$ cat config.mk
export PLATFORM = sky130hd
export DESIGN_NAME = conv_pixel_feeder
export DESIGN_NICKNAME = d
export VERILOG_FILES = /design/src/rtl/conv_pkg.sv /design/src/rtl/feeder_centre_tracker.sv /design/src/rtl/conv_pixel_feeder.sv
export SDC_FILE = /design/constraint.sdc
export NUM_CORES = 1
export LEC_CHECK = 0
export ABC_CLOCK_PERIOD_IN_PS = 7000
export CAP_MARGIN = 20
export CORE_MARGIN = 2
export CORE_UTILIZATION = 56
export CTS_CLUSTER_DIAMETER = 30
export DETAILED_ROUTE_END_ITERATION = 8
export PLACE_DENSITY_LB_ADDON = 0.3
export SLEW_MARGIN = 10
export SYNTH_ARGS = -nofsm -noshare
export SYNTH_HDL_FRONTEND = slang
export SYNTH_HIERARCHICAL = 1
export SYNTH_SLANG_ARGS = --single-unit
$ cat constraint.sdc
create_clock -name clk -period 7 [get_ports clk]
set_input_delay 0.7 -clock clk [delete_from_list [all_inputs] [get_ports clk]]
set_output_delay 0.7 -clock clk [all_outputs]
set_load 0.005 [all_outputs]
$ cat src/rtl/conv_pkg.sv
// -----------------------------------------------------------------------------
// conv_pkg
// Shared types and constants for the 3x3 convolution pixel feeder path.
//   feeder_state_e : feeder scan FSM state encoding
//   MIN_DIM        : smallest plane dimension that yields a valid 3x3 window
//   DIM_W / K_W    : row/column counter width and push-index counter width,
//                    derived from the default maximum plane size
//   RD_CNT_W       : read down-counter width (holds a full width*height product)
//   dims_ok()      : start-time plane size qualifier
// -----------------------------------------------------------------------------
package conv_pkg;

  localparam int DEF_IMAGE_WIDTH  = 128;
  localparam int DEF_IMAGE_HEIGHT = 128;
  localparam int MIN_DIM          = 3;

  localparam int DIM_W =
    $clog2((DEF_IMAGE_WIDTH > DEF_IMAGE_HEIGHT) ? DEF_IMAGE_WIDTH : DEF_IMAGE_HEIGHT) + 1;
  localparam int K_W      = $clog2(DEF_IMAGE_WIDTH * DEF_IMAGE_HEIGHT + 1);
  localparam int RD_CNT_W = 2 * DIM_W;

  typedef enum logic [1:0] {
    ST_IDLE  = 2'd0,
    ST_FETCH = 2'd1,
    ST_FLUSH = 2'd2,
    ST_DONE  = 2'd3
  } feeder_state_e;

  function automatic logic dims_ok(input logic [DIM_W-1:0] w,
                                   input logic [DIM_W-1:0] h,
                                   input int               w_max,
                                   input int               h_max);
    return (int'(w) >= MIN_DIM) && (int'(h) >= MIN_DIM) &&
           (int'(w) <= w_max)   && (int'(h) <= h_max);
  endfunction

endpackage

$ cat src/rtl/feeder_centre_tracker.sv
// -----------------------------------------------------------------------------
// feeder_centre_tracker
// Follows the collector's centre tap as pixels are pushed and decodes the
// horizontal padding flags and the window qualifier for that centre.
// Ports:
//   clk, rst        clock, asynchronous active-high reset
//   load            clears the push index and centre row/column (scan start)
//   push            a pixel enters the collector this cycle
//   width, height   latched plane size
//   stride2         1 = qualify only odd-row/odd-column centres
//   paddingl/r      centre column is first/last column (qualified windows only)
//   window_valid    collector holds a complete window for this centre
// -----------------------------------------------------------------------------
module feeder_centre_tracker
  import conv_pkg::*;
(
  input  logic             clk,
  input  logic             rst,
  input  logic             load,
  input  logic             push,
  input  logic [DIM_W-1:0] width,
  input  logic [DIM_W-1:0] height,
  input  logic             stride2,
  output logic             paddingl,
  output logic             paddingr,
  output logic             window_valid
);

  logic [K_W-1:0]   k_q, k_d;
  logic [DIM_W-1:0] row_q, row_d;
  logic [DIM_W-1:0] col_q, col_d;

  logic centre_live;
  logic row_inner;
  logic last_col;
  logic base_valid;
  logic stride_ok;

  always_comb begin
    // The centre only exists once W+1 pixels have entered the line buffers.
    centre_live  = k_q >= (K_W'(width) + K_W'(1));
    row_inner    = (row_q >= DIM_W'(1)) && (row_q <= (height - DIM_W'(2)));
    last_col     = col_q == (width - DIM_W'(1));
    base_valid   = push && centre_live && row_inner;
    stride_ok    = !stride2 || (row_q[0] && col_q[0]);

    window_valid = base_valid && stride_ok;
    // Padding only matters for windows that are actually captured downstream.
    paddingl     = base_valid && (col_q == '0);
    paddingr     = base_valid && last_col;

    k_d   = k_q;
    row_d = row_q;
    col_d = col_q;
    if (load) begin
      k_d   = '0;
      row_d = '0;
      col_d = '0;
    end else if (push) begin
      k_d = k_q + K_W'(1);
      if (centre_live) begin
        if (last_col) begin
          col_d = '0;
          row_d = row_q + DIM_W'(1);
        end else begin
          col_d = col_q + DIM_W'(1);
        end
      end
    end
  end

  always_ff @(posedge clk or posedge rst) begin
    if (rst) begin
      k_q   <= '0;
      row_q <= '0;
      col_q <= '0;
    end else begin
      k_q   <= k_d;
      row_q <= row_d;
      col_q <= col_d;
    end
  end

endmodule

$ cat src/rtl/conv_pixel_feeder.sv
// -----------------------------------------------------------------------------
// conv_pixel_feeder
// Raster-scans one image plane out of a synchronous-read pixel memory and
// pushes it, one pixel per enabled cycle, into the 3x3 collector. A trailing
// zero pixel completes the last window.
// Optional build macro: FEEDER_STRIDE2_EN adds the stride2 input (latched at
// start) which restricts window_valid to odd-row/odd-column centres.
// Ports:
//   clk, rst            clock, asynchronous active-high reset
//   start               pulse, begins a scan when idle and dimensions are legal
//   width, height       plane size, 3..IMAGE_WIDTH / 3..IMAGE_HEIGHT
//   base_addr           address of pixel (0,0)
//   hold                downstream stall
//   stride2             (FEEDER_STRIDE2_EN only) 2x2 decimation of window_valid
//   mem_rd_en/mem_addr  read request; mem_rdata returns one cycle later
//   pixel_out/pixel_en  pixel pushed to the collector this cycle
//   paddingl/paddingr   centre column is first/last column
//   window_valid        complete window available for the current centre
//   busy, done          scan in progress / end-of-scan pulse
//
// state    | meaning
// ---------+--------------------------------------------------------------
// ST_IDLE  | waiting for a legal start
// ST_FETCH | issuing reads base_addr .. base_addr+W*H-1 in raster order
// ST_FLUSH | draining the last read/skid entry, then pushing one zero pixel
// ST_DONE  | one-cycle done pulse
// -----------------------------------------------------------------------------
module conv_pixel_feeder
  import conv_pkg::*;
#(
  parameter int IMAGE_WIDTH  = 128,
  parameter int IMAGE_HEIGHT = 128,
  parameter int ADDR_W       = 14
) (
  input  logic              clk,
  input  logic              rst,
  input  logic              start,
  input  logic [7:0]        width,
  input  logic [7:0]        height,
  input  logic [ADDR_W-1:0] base_addr,
  input  logic              hold,
`ifdef FEEDER_STRIDE2_EN
  input  logic              stride2,
`endif
  output logic              mem_rd_en,
  output logic [ADDR_W-1:0] mem_addr,
  input  logic [7:0]        mem_rdata,
  output logic [7:0]        pixel_out,
  output logic              pixel_en,
  output logic              paddingl,
  output logic              paddingr,
  output logic              window_valid,
  output logic              busy,
  output logic              done
);

  feeder_state_e        state_q, state_d;
  logic [DIM_W-1:0]     width_q, width_d;
  logic [DIM_W-1:0]     height_q, height_d;
  logic [ADDR_W-1:0]    addr_q, addr_d;
  logic [RD_CNT_W-1:0]  reads_left_q, reads_left_d;
  logic                 rd_pend_q, rd_pend_d;
  logic                 skid_full_q, skid_full_d;
  logic [7:0]           skid_data_q, skid_data_d;

  logic                 scan_load;
  logic                 flush_push;
  logic                 stride_sel;

`ifdef FEEDER_STRIDE2_EN
  logic stride_q, stride_d;
  assign stride_sel = stride_q;
`else
  assign stride_sel = 1'b0;
`endif

  always_comb begin
    mem_rd_en  = (state_q == ST_FETCH) && !hold && !skid_full_q;
    mem_addr   = addr_q;
    busy       = state_q != ST_IDLE;
    done       = state_q == ST_DONE;

    // The zero pixel goes out only once every fetched pixel has been pushed.
    flush_push = (state_q == ST_FLUSH) && !rd_pend_q && !skid_full_q && !hold;

    // mem_rdata is already the memory's output register, so it is forwarded
    // straight through in the cycle it is valid. The skid entry is older than
    // any in-flight read and always wins.
    pixel_en  = !hold && (skid_full_q || rd_pend_q || flush_push);
    pixel_out = '0;
    if (!hold) begin
      if (skid_full_q)    pixel_out = skid_data_q;
      else if (rd_pend_q) pixel_out = mem_rdata;
    end
  end

  always_comb begin
    state_d      = state_q;
    width_d      = width_q;
    height_d     = height_q;
    addr_d       = addr_q;
    reads_left_d = reads_left_q;
    scan_load    = 1'b0;
`ifdef FEEDER_STRIDE2_EN
    stride_d     = stride_q;
`endif

    rd_pend_d   = mem_rd_en;
    skid_full_d = skid_full_q;
    skid_data_d = skid_data_q;
    if (hold && rd_pend_q) begin
      skid_full_d = 1'b1;
      skid_data_d = mem_rdata;
    end else if (!hold && skid_full_q) begin
      skid_full_d = 1'b0;
    end

    case (state_q)
      ST_IDLE: begin
        if (start && dims_ok(width, height, IMAGE_WIDTH, IMAGE_HEIGHT)) begin
          width_d      = width;
          height_d     = height;
          addr_d       = base_addr;
          reads_left_d = RD_CNT_W'(width) * RD_CNT_W'(height);
          scan_load    = 1'b1;
`ifdef FEEDER_STRIDE2_EN
          stride_d     = stride2;
`endif
          state_d      = ST_FETCH;
        end
      end
      ST_FETCH: begin
        if (mem_rd_en) begin
          addr_d       = addr_q + ADDR_W'(1);
          reads_left_d = reads_left_q - RD_CNT_W'(1);
          if (reads_left_q == RD_CNT_W'(1)) state_d = ST_FLUSH;
        end
      end
      ST_FLUSH: begin
        if (flush_push) state_d = ST_DONE;
      end
      ST_DONE: begin
        state_d = ST_IDLE;
      end
      default: state_d = ST_IDLE;
    endcase
  end

  always_ff @(posedge clk or posedge rst) begin
    if (rst) begin
      state_q      <= ST_IDLE;
      width_q      <= '0;
      height_q     <= '0;
      addr_q       <= '0;
      reads_left_q <= '0;
      rd_pend_q    <= 1'b0;
      skid_full_q  <= 1'b0;
      skid_data_q  <= '0;
`ifdef FEEDER_STRIDE2_EN
      stride_q     <= 1'b0;
`endif
    end else begin
      state_q      <= state_d;
      width_q      <= width_d;
      height_q     <= height_d;
      addr_q       <= addr_d;
      reads_left_q <= reads_left_d;
      rd_pend_q    <= rd_pend_d;
      skid_full_q  <= skid_full_d;
      skid_data_q  <= skid_data_d;
`ifdef FEEDER_STRIDE2_EN
      stride_q     <= stride_d;
`endif
    end
  end

  feeder_centre_tracker u_centre (
    .clk          (clk),
    .rst          (rst),
    .load         (scan_load),
    .push         (pixel_en),
    .width        (width_q),
    .height       (height_q),
    .stride2      (stride_sel),
    .paddingl     (paddingl),
    .paddingr     (paddingr),
    .window_valid (window_valid)
  );

endmodule

==> results.py <==
metrics = {
    "layout": {
        "area_growth_pct": 14.1,
        "stdcell_area_sq_um": 9050,
        "drive_above_1_share_pct": 6.20,
        "n_antenna_cell": 0,
        "nNetsFinal": 1094,
    },
    "clocking": {
        "cts-root-buf": "clkbuf_16",
        "ctsHoldBuffers": 0,
        "cts_tree": "done",
        "cts.reportedPaths.clkPinSlew_ps": 70,
        "clock_path_buffers": 2,
        "cts_buffers": 9,
        "cts_sinks": 89,
        "clk_latency_ps": 350,
        "cts_setup_buffers": 0,
        "cts_max_level": 3,
        "ctsResizeCount": 0,
    },
    "timing": {
        "max_freq_ghz": 0.194,
        "skew_ps": 9.53,
        "setup_viol": 0,
        "min_period_over_period_pct": 73.7,
        "finalHoldViolations": 0,
        "rsz0062_at_grt": "false",
        "worst_pin_slew_ps": 919,
        "drv_slew": 0,
        "fin_tns_setup_ps": 0,
        "max_slew_margin_pct": 38.7,
        "timing.hold.ws_ps": 499,
        "finalCriticalPeriod_ps": 5160,
    },
    "worst_setup_path": {
        "crit_fanout": 10,
        "criticalPathCategory": "in -> reg",
        "arrival_ps": 5380,
        "end_kind": "register",
        "required_ps": 7220,
        "critPathLaunchType": "input pin",
    },
    "min_path": {
        "min_path_type": "reg -> reg",
    },
    "routing": {
        "vias": 6706,
        "drt_iter0_drc": 403,
        "drc_errors": 0,
        "via_per_inst": 5.92,
        "drt-pass1-iter-count": 5,
        "wl_per_cell_um": 16.1,
        "ant_nets": 0,
        "wl_um": 18300,
    },
    "floorplanning": {
        "start_util_pct": 57.2,
        "die_h_um": 123,
        "fp.coreArea_sq_um": 13900,
        "fp.dieW_um": 123,
        "dieArea_sq_um": 15100,
        "io_pins": 71,
        "num_rows": 43,
    },
    "grt": {
        "grt.busiest_layer": "met2",
        "grt_util_met1_pct": 34.2,
        "grt_pass1_wl_um": 31300,
        "grt_max_degree": 54,
        "grt_pass1_vias": 6617,
        "grtUsageTotal_pct": 25.8,
        "use_met3_pct": 4.61,
        "gr-total-overflow": 0,
        "antenna_found_initial": 0,
        "use_met2_pct": 43.4,
    },
    "placed_design": {
        "gp_congestion": 0.939,
        "io_buffer_count": 70,
        "placed_area_sq_um": 8720,
        "place_hpwl_um": 13300,
    },
    "logic_synthesis": {
        "synthArstFlopShare_pct": 100,
        "synth-seq-cells": 89,
        "netlist_instances": 900,
        "synth_flop_cell": "dfrtp_1",
        "synthesis.nets": 1047,
        "synth_area_per_cell_sq_um": 8.82,
        "yosysSeqAreaShare_pct": 28.1,
        "synth_edf_count": 0,
        "synth_cell_types": 74,
        "yosys_warnings": 6,
        "syn_area_sq_um": 7930,
    },
    "power": {
        "powerDensity_nw_per_um2": 347,
        "leakage_nw": 4.03,
        "vdd_drop_max_v": 0.000194,
        "fin_total_pwr_mw": 3.14,
    },
    "run_status": {
        "status": "finished, final reports clean",
    },
    "run": {
        "max_cap_violations": 0,
    },
}
flip-flops by register name, indices dropped and copies added (netlist names):
signal,count
u_centre/col_q,8
skid_full_q,1
mem_addr,14
state_q,2
rd_pend_q,1
skid_data_q,8
u_centre/row_q,8
width_q,8
height_q,8
u_centre/k_q,15
reads_left_q,16
critical path, stage by stage:
cell	delay [ps]
clkdlybuf4s50_1	650
and2_1	280
fa_1	550
fa_1	450
fa_1	560
inv_1	60
fa_1	520
inv_1	40
ha_1	340
a2111oi_0	370
o21ai_0	250
nand3_1	170
nand2_1	70
o41ai_1	230
o21ai_0	130
final cells by class:
type / count / area (sq um)
multi-input cells: 697 / 5250
fillers: 1164 / 4830
flip-flops and latches: 89 / 2230
repair buffers: 75 / 758
inverters: 75 / 282
clock buffers: 12 / 256
well taps: 180 / 225
clock inverters: 4 / 51.3
per-layer routing:
metal	wire (um)	part of all wire, %	up-vias
met3	741	4.1	28
met4	329	1.8	0
met1	8200	45	3297
li1	-	-	3255
met2	9000	49	126
met5	0	0	-
path summary, 6_finish.rpt:
kind,slack (ps),cells after the start,endpoint,start
max,1840,15,reads_left_q[14],width[5]
min reg2reg,500,2,height_q[7],height_q[7]
max reg2reg,3310,9,mem_addr[12],state_q[1]
max in group asynchronous,5500,3,reads_left_q[15],rst
min,500,2,height_q[7],height_q[7]
min in group asynchronous,580,2,skid_data_q[1],rst
layout by cell type (no fill, tap or decap), drive strengths merged, types with 46 or more instances in the layout:
cell type / instances
nand2: 83
ha: 69
o21ai: 46
nor2: 56
inv: 75
a21oi: 49
dfrtp: 89
clkdlybuf4s50: 70
and2: 56
report_power, final:
group	internal, mW	leakage (nW)	switching (mW)
logic	0.785	2.80	0.888
clock network	0.297	0.149	0.212
registers	0.701	1.08	0.254
total	1.78	4.03	1.35
kinds of logic after synthesis:
family / Yosys count / share of synthesized area (%)
DFF: 89 / 28.1
xor gates and xnor gates: 37 / 4.08
AOI/OAI and AO/OA: 183 / 14.8
muxes: 30 / 4.18
other: 1 / 0.0473
and+or+nand+nor: 341 / 23.1
buffers and inverters: 114 / 5.77
adders and majority gates: 105 / 20.0
per-stage QoR:
stage	instances	utilization, %	setup slack, ps
after detailed placement	1115	62.8	1490
after floorplan	900	-	2200
after CTS	1131	65.0	1850
after global routing	1132	65.2	1560
after global placement	1115	62.8	1530
final	1132	65.2	1840
Yosys cell counts (all sizes together) (15+ instances only):
master | instances | area share, %
nor3 | 21 | 1.6
and3 | 15 | 1.2
nand2 | 83 | 3.9
nand3 | 36 | 2.3
o21ai | 46 | 2.9
and2 | 56 | 4.4
ha | 69 | 11
xnor2 | 17 | 1.9
fa | 36 | 9.1
nand4 | 15 | 1.4
a21oi | 49 | 3.1
nor2 | 56 | 2.6
clkbuf | 27 | 1.3
dfrtp | 89 | 28
mux2 | 25 | 3.5
xor2 | 20 | 2.2
inv | 75 | 3.5
(Power assumes the default switching activity.)
